==> src/rtl/adder_pipe.sv <==
// Pipelined add/subtract unit: WIDTH bits split into STAGES ripple slices with
// the carry registered between slices. Operand chunks are skewed so slice k
// sees its bits k cycles after acceptance; finished low chunks ride along so
// the whole result appears together. One global enable stalls every stage.
module adder_pipe #(
  parameter int WIDTH  = 32,
  parameter int STAGES = 4
) (
  input  logic             clk,
  input  logic             rst_n,
  input  logic             in_valid,
  output logic             in_ready,
  input  logic [WIDTH-1:0] A,
  input  logic [WIDTH-1:0] B,
  input  logic             Ci,
  input  logic             Sub,
  output logic             out_valid,
  input  logic             out_ready,
  output logic [WIDTH-1:0] S,
  output logic             Co,
  output logic             Ov
);

  localparam int NS = (STAGES < 1) ? 1 : STAGES;
  localparam int W  = WIDTH / NS;

  if (STAGES < 1) begin : g_bad_stages
    $error("adder_pipe: STAGES must be at least 1");
  end else if ((WIDTH % STAGES) != 0) begin : g_bad_width
    $error("adder_pipe: WIDTH must be divisible by STAGES");
  end

  logic             en;
  logic [WIDTH-1:0] bx;
  logic             cin;

  // Subtraction is A + ~B + ~Ci, so a borrow-in of 1 means carry-in of 0.
  assign bx       = Sub ? ~B : B;
  assign cin      = Sub ? ~Ci : Ci;
  assign en       = !out_valid || out_ready;
  assign in_ready = en && rst_n;

  for (genvar k = 0; k < NS; k++) begin : stg
    // Operand bits above this slice that still have to travel downstream.
    localparam int REM = WIDTH - (k + 1) * W;

    logic [W-1:0]         a_c;
    logic [W-1:0]         b_c;
    logic                 ci_c;
    logic                 v_in;
    logic [W:0]           sum;
    logic [(k+1)*W-1:0]   s_next;
    logic [(k+1)*W-1:0]   s_q;
    logic                 c_q;
    logic                 v_q;

    if (k == 0) begin : head
      assign a_c    = A[W-1:0];
      assign b_c    = bx[W-1:0];
      assign ci_c   = cin;
      assign v_in   = in_valid && in_ready;
      assign s_next = sum[W-1:0];
    end else begin : body
      assign a_c    = stg[k-1].fw.a_q[W-1:0];
      assign b_c    = stg[k-1].fw.b_q[W-1:0];
      assign ci_c   = stg[k-1].c_q;
      assign v_in   = stg[k-1].v_q;
      assign s_next = {sum[W-1:0], stg[k-1].s_q};
    end

    assign sum = {1'b0, a_c} + {1'b0, b_c} + {{W{1'b0}}, ci_c};

    if (REM > 0) begin : fw
      logic [REM-1:0] a_up;
      logic [REM-1:0] b_up;
      logic [REM-1:0] a_q;
      logic [REM-1:0] b_q;

      if (k == 0) begin : src_in
        assign a_up = A[WIDTH-1:W];
        assign b_up = bx[WIDTH-1:W];
      end else begin : src_prev
        assign a_up = stg[k-1].fw.a_q[REM+W-1:W];
        assign b_up = stg[k-1].fw.b_q[REM+W-1:W];
      end

      // Skew registers: carry the not-yet-added operand bits one stage on.
      always_ff @(posedge clk or negedge rst_n) begin
        if (!rst_n) begin
          a_q <= '0;
          b_q <= '0;
        end else if (en) begin
          a_q <= a_up;
          b_q <= b_up;
        end
      end
    end

    // Slice result, carry and valid advance together under the global enable.
    always_ff @(posedge clk or negedge rst_n) begin
      if (!rst_n) begin
        s_q <= '0;
        c_q <= 1'b0;
        v_q <= 1'b0;
      end else if (en) begin
        s_q <= s_next;
        c_q <= sum[W];
        v_q <= v_in;
      end
    end

    if (k == NS - 1) begin : tail
      logic ov_q;

      // Signed overflow is decided in the MSB slice, where that transaction's
      // A and Bx sign bits arrive together with the result sign bit.
      always_ff @(posedge clk or negedge rst_n) begin
        if (!rst_n) begin
          ov_q <= 1'b0;
        end else if (en) begin
          ov_q <= (a_c[W-1] == b_c[W-1]) && (sum[W-1] != a_c[W-1]);
        end
      end
    end
  end

  assign S         = stg[NS-1].s_q;
  assign Co        = stg[NS-1].c_q;
  assign Ov        = stg[NS-1].tail.ov_q;
  assign out_valid = stg[NS-1].v_q;

endmodule

==> config.mk <==
export PLATFORM = sky130hd
export DESIGN_NAME = adder_pipe
export DESIGN_NICKNAME = d
export VERILOG_FILES = /design/src/rtl/adder_pipe.sv
export SDC_FILE = /design/constraint.sdc
export NUM_CORES = 1
export LEC_CHECK = 0
export CORE_MARGIN = 8
export CORE_UTILIZATION = 33
export CTS_CLUSTER_DIAMETER = 40
export CTS_CLUSTER_SIZE = 20
export DETAILED_ROUTE_END_ITERATION = 8
export PLACE_DENSITY = 0.56
export SLEW_MARGIN = 0
export SYNTH_ARGS = -nofsm -noshare
export SYNTH_HDL_FRONTEND = slang
export SYNTH_SLANG_ARGS = --single-unit
==> constraint.sdc <==
create_clock -name clk -period 2.8 [get_ports clk]
set_input_delay 0.56 -clock clk [delete_from_list [all_inputs] [get_ports clk]]
set_output_delay 0.56 -clock clk [all_outputs]
set_load 0.1 [all_outputs]
==> out/results.md <==
| Metric | Reported |
|:---|:---|
| Result of the run | finished, final reports clean |
| Total setup buffers inserted after CTS | 0 |
| Maximum clock frequency | 0.408 GHz |
| Sum of overflow across all layers after global routing | 0 |
| Weighted congestion reported at the end of routability-driven placement | 0.786 |
| Global router's overall resource usage | 0.123 |
| Xor and xnor area share after synthesis | 0.0516 |
| Setup repair after global routing missed its margin | false |
| Power Dens Cells | 1240 mW/mm² |
| Port buffer count | 105 |
| Top cells by area, synth | dfrtp_1 (56%), nand2_1 (20%), ha_1 (4.2%) |
| Share of layout cells above drive strength 1 | 0.0868 |
| Least-Margin Pin Slew | 0.779 ns |
| Min Hold Slack | 0.0525 ns |
| Simple-gate portion of the synthesized area | 0.225 |
| Final max-slew violation count | 0 |
| Category of the most critical setup path | primary input to flop |
| Area of the mapped netlist | 0.00832 mm² |
| Number of antenna violations at the first check in global routing | 0 |
| Clock group share of total power | 0.188 |
| Synthesized netlist net count | 1023 |
| Half-perimeter wire length after detailed placement | 12300 µm |
| Std-Cell Rows | 58 |
| Data arrival time of the critical path | 2.74 ns |
| Largest area contributor in the synthesized netlist | dfrtp_1 |
| Starting density of the core | 0.333 |
| Syn_area_per_cell | 9.07 µm² |
| Top-area cell type share of the netlist area | 0.556 |
| Cell count after synthesis | 917 |
| Largest fanout of any net on the critical path | 2 |
| Wire length of the first global-routing pass | 31000 µm |
| Die boundary height | 175 µm |
| CTS Buf Count | 17 |
| Remaining max-slew budget at the tightest pin | 0.481 |
| Crit path time final | 2.45 ns |
| Post-CTS sizing | 0 |
| Buffers from clock root to sink, at most | 2 |
| Final hold violations | 0 |
| Core area | 0.0250 mm² |
| Clk Tree Root Cell | clkbuf_16 |
| Count of pins on the block boundary | 106 |
| Clock Pin Slew Worst Setup and Hold Paths | 0.07 ns |
| Die W | 175 µm |
| Area added between synthesis and finish | 23.4% |
| Drt drc | 0 |
| Total Wirelength | 17900 µm |
| P_leak | 4.96 nW |
| Routed wire length per instance | 13.2 µm |
| Final setup fails | 0 |
| Clock insertion delay at the later pin of the skew report | 0.43 ns |
| Number of buffers inserted by hold repair at cts | 0 |
| Logic pwr share | 0.458 |
| Switch share | 0.454 |
| Synthesized-area fraction occupied by ao, oa, aoi and oai cells | 0.0785 |
| Number of distinct library cells after synthesis | 30 |
| Period utilization | 0.876 |
| Nets | 1118 |
| Sequential power share | 0.354 |
| H-tree levels | 4 |
| Clock tree from TritonCTS | done |
| Yosys warning total | 0 |
| Worst Clk Skew | 0.0118 ns |
| Total number of vias | 5970 |
| Int Power | 0.00695 W |
| Synth Register Bits | 185 |
| Total net switching power | 0.00579 W |
| Type of the most critical hold path | primary input to asynchronous set/reset pin |
| Pin count of the biggest net entering global routing | 143 |
| Type of origin of the critical path | primary input |
| Portion of netlist area occupied by mux cells | 0 |
| Adder and majority gate portion of the synthesized area | 0.0614 |
| Critical Path RT | 3.08 ns |
| MaxCap Viol Count | 0 |
| Number of global-route vias before repair | 6018 |
| Die Area | 0.0305 mm² |
| Antenna fix cells | 0 |
| Number of vias per cell | 4.41 |
| First drt pass iteration count | 5 |
| Final antenna-violating net count | 0 |
| Element type at the critical path end | flop |
| First-iteration detailed-routing DRC count | 464 |
| Post-Route Setup TNS | 0 ns |
| Portion of the post-synthesis area used by sequential elements | 0.556 |
| Dominant combinational cell family by area after synthesis | simple AND/OR/NAND/NOR gates |
| CTS sink count | 185 |
| Peak supply drop | 682 µV |
==> cell usage in the layout, fill, tap and decap left out, types with 2 or more instances in the layout <==
master           synthesis  routed
nand2_1                441     441
dfrtp_1                185     185
clkdlybuf4s50_1          0      67
o21ai_0                 63      63
buf_4                    0      48
ha_1                    28      28
xnor2_1                 27      27
xor2_1                  22      22
clkbuf_16                0      17
a21oi_1                 15      15
nor3_1                  13      13
nor2_1                  11      11
a211oi_1                10      10
fa_1                     8       8
inv_1                    7       7
a21o_1                   6       6
o211ai_1                 6       6
o21bai_1                 4       4
or3_1                    4       4
a31oi_1                  4       4
nand2b_1                 5       4
buf_12                   0       4
nor2b_1                  4       3
inv_6                    0       3
inv_8                    0       3
clkinv_4                 0       3
clkbuf_8                 0       3
nor2b_4                  1       2
clkinvlp_4               0       2
==> power groups by stage <==
stage | clock network, W | logic [W] | registers (W)
finish | 0.00239 | 0.00584 | 0.00451
global route | 0.00259 | 0.00651 | 0.00468
CTS | 0.00248 | 0.00594 | 0.00453
detailed placement | 0 | 0.00592 | 0.00457
global placement | 0 | 0.00586 | 0.00454
floorplan | 0 | 0.00273 | 0.00621
==> kinds of logic (layout without fill, tap and decap cells) <==
| kind of cell | count (synthesis) | count (layout) |
|---|---|---|
| buffers and inverters | 52 | 160 |
| flip-flops | 185 | 185 |
| AND/OR/NAND/NOR | 482 | 482 |
| AO/OA/AOI/OAI | 113 | 113 |
| XOR/XNOR | 49 | 49 |
| adder cells (fa/ha/maj) | 36 | 36 |
==> path summary, 6_finish.rpt <==
path / startpoint / endpoint / slack, ns / depth (start not counted)
worst max-delay path: B[0] / stg[0].c_q$_DFFE_PN0N_ / 0.35 / 10
worst min-delay path: rst_n / stg[1].v_q$_DFFE_PN0N_ / 0.05 / 1
worst max register to register: stg[1].c_q$_DFFE_PN0N_ / stg[2].s_q[22]$_DFFE_PN0N_ / 0.44 / 7
worst min register to register: stg[0].s_q[0]$_DFFE_PN0N_ / stg[1].s_q[0]$_DFFE_PN0N_ / 0.46 / 2
max in group asynchronous: rst_n / stg[1].s_q[2]$_DFFE_PN0N_ / 1.67 / 2
min in group clk: stg[0].s_q[0]$_DFFE_PN0N_ / stg[1].s_q[0]$_DFFE_PN0N_ / 0.46 / 2
==> critical path, stage by stage <==
cell and delay, ns:
clkdlybuf4s50_1 0.41, xor2_1 0.16, fa_1 0.41, inv_1 0.09
fa_1 0.24, nor2b_4 0.05, o31a_1 0.26, o311a_1 0.31
o21ai_0 0.16, a31oi_1 0.10
==> routing by layer <==
layer / GRT usage / part of all wire / up-vias
met3: 0.0285 / 0.039 / 11
met1: 0.182 / 0.53 / 2728
li1: - / - / 3127
met2: 0.175 / 0.42 / 104
met4: 0.0346 / 0.0099 / 0
met5: 0 / 0 / -
==> registers in the layout, indices dropped and copies added (netlist names) <==
register / cells
stg.v_q: 3
stg.s_q: 48
Ov: 1
Co: 1
stg.c_q: 3
stg.fw.b_q: 48
stg.fw.a_q: 48
out_valid: 1
S: 32
==> cell usage after synthesis <==
master / n
a21o_1: 6
and2_1: 1
clkbuf_1: 23
o21a_1: 1
or3_1: 4
o211ai_1: 6
ha_1: 28
fa_1: 8
a41oi_1: 1
o311a_1: 1
xnor2_1: 27
nor2_1: 11
o21ai_0: 63
a31oi_1: 4
nor3_1: 13
or2_2: 1
nand2b_1: 5
nand2_1: 441
o21bai_1: 4
buf_2: 22
inv_1: 7
a211oi_1: 10
o31ai_1: 1
dfrtp_1: 185
xor2_1: 22
nor2b_4: 1
a21oi_1: 15
nor2b_1: 4
o31a_1: 1
nand3_1: 1
==> per-stage QoR <==
step	total power [W]	util	instance area, µm²	instances	worst slack [ns]
2_1_floorplan	0.00894	-	8320	917	0.00287
3_3_place_gp	0.0104	0.388	9680	1323	-0.0611
3_5_place_dp	0.0105	0.388	9680	1323	-0.0838
4_1_cts	0.0129	0.411	10300	1355	0.363
5_1_grt	0.0138	0.411	10300	1355	0.251
6_report	0.0127	0.411	10300	1355	0.347
==> final cells by class <==
class	instances	area, µm²
clock buffers	20	457
clock inverters	12	131
fillers	2580	14700
inverters	7	26.3
multi-input cells	680	3480
flip-flops and latches	185	4630
well taps	330	413
repair buffers	121	1130
(Power assumes the default switching activity.)
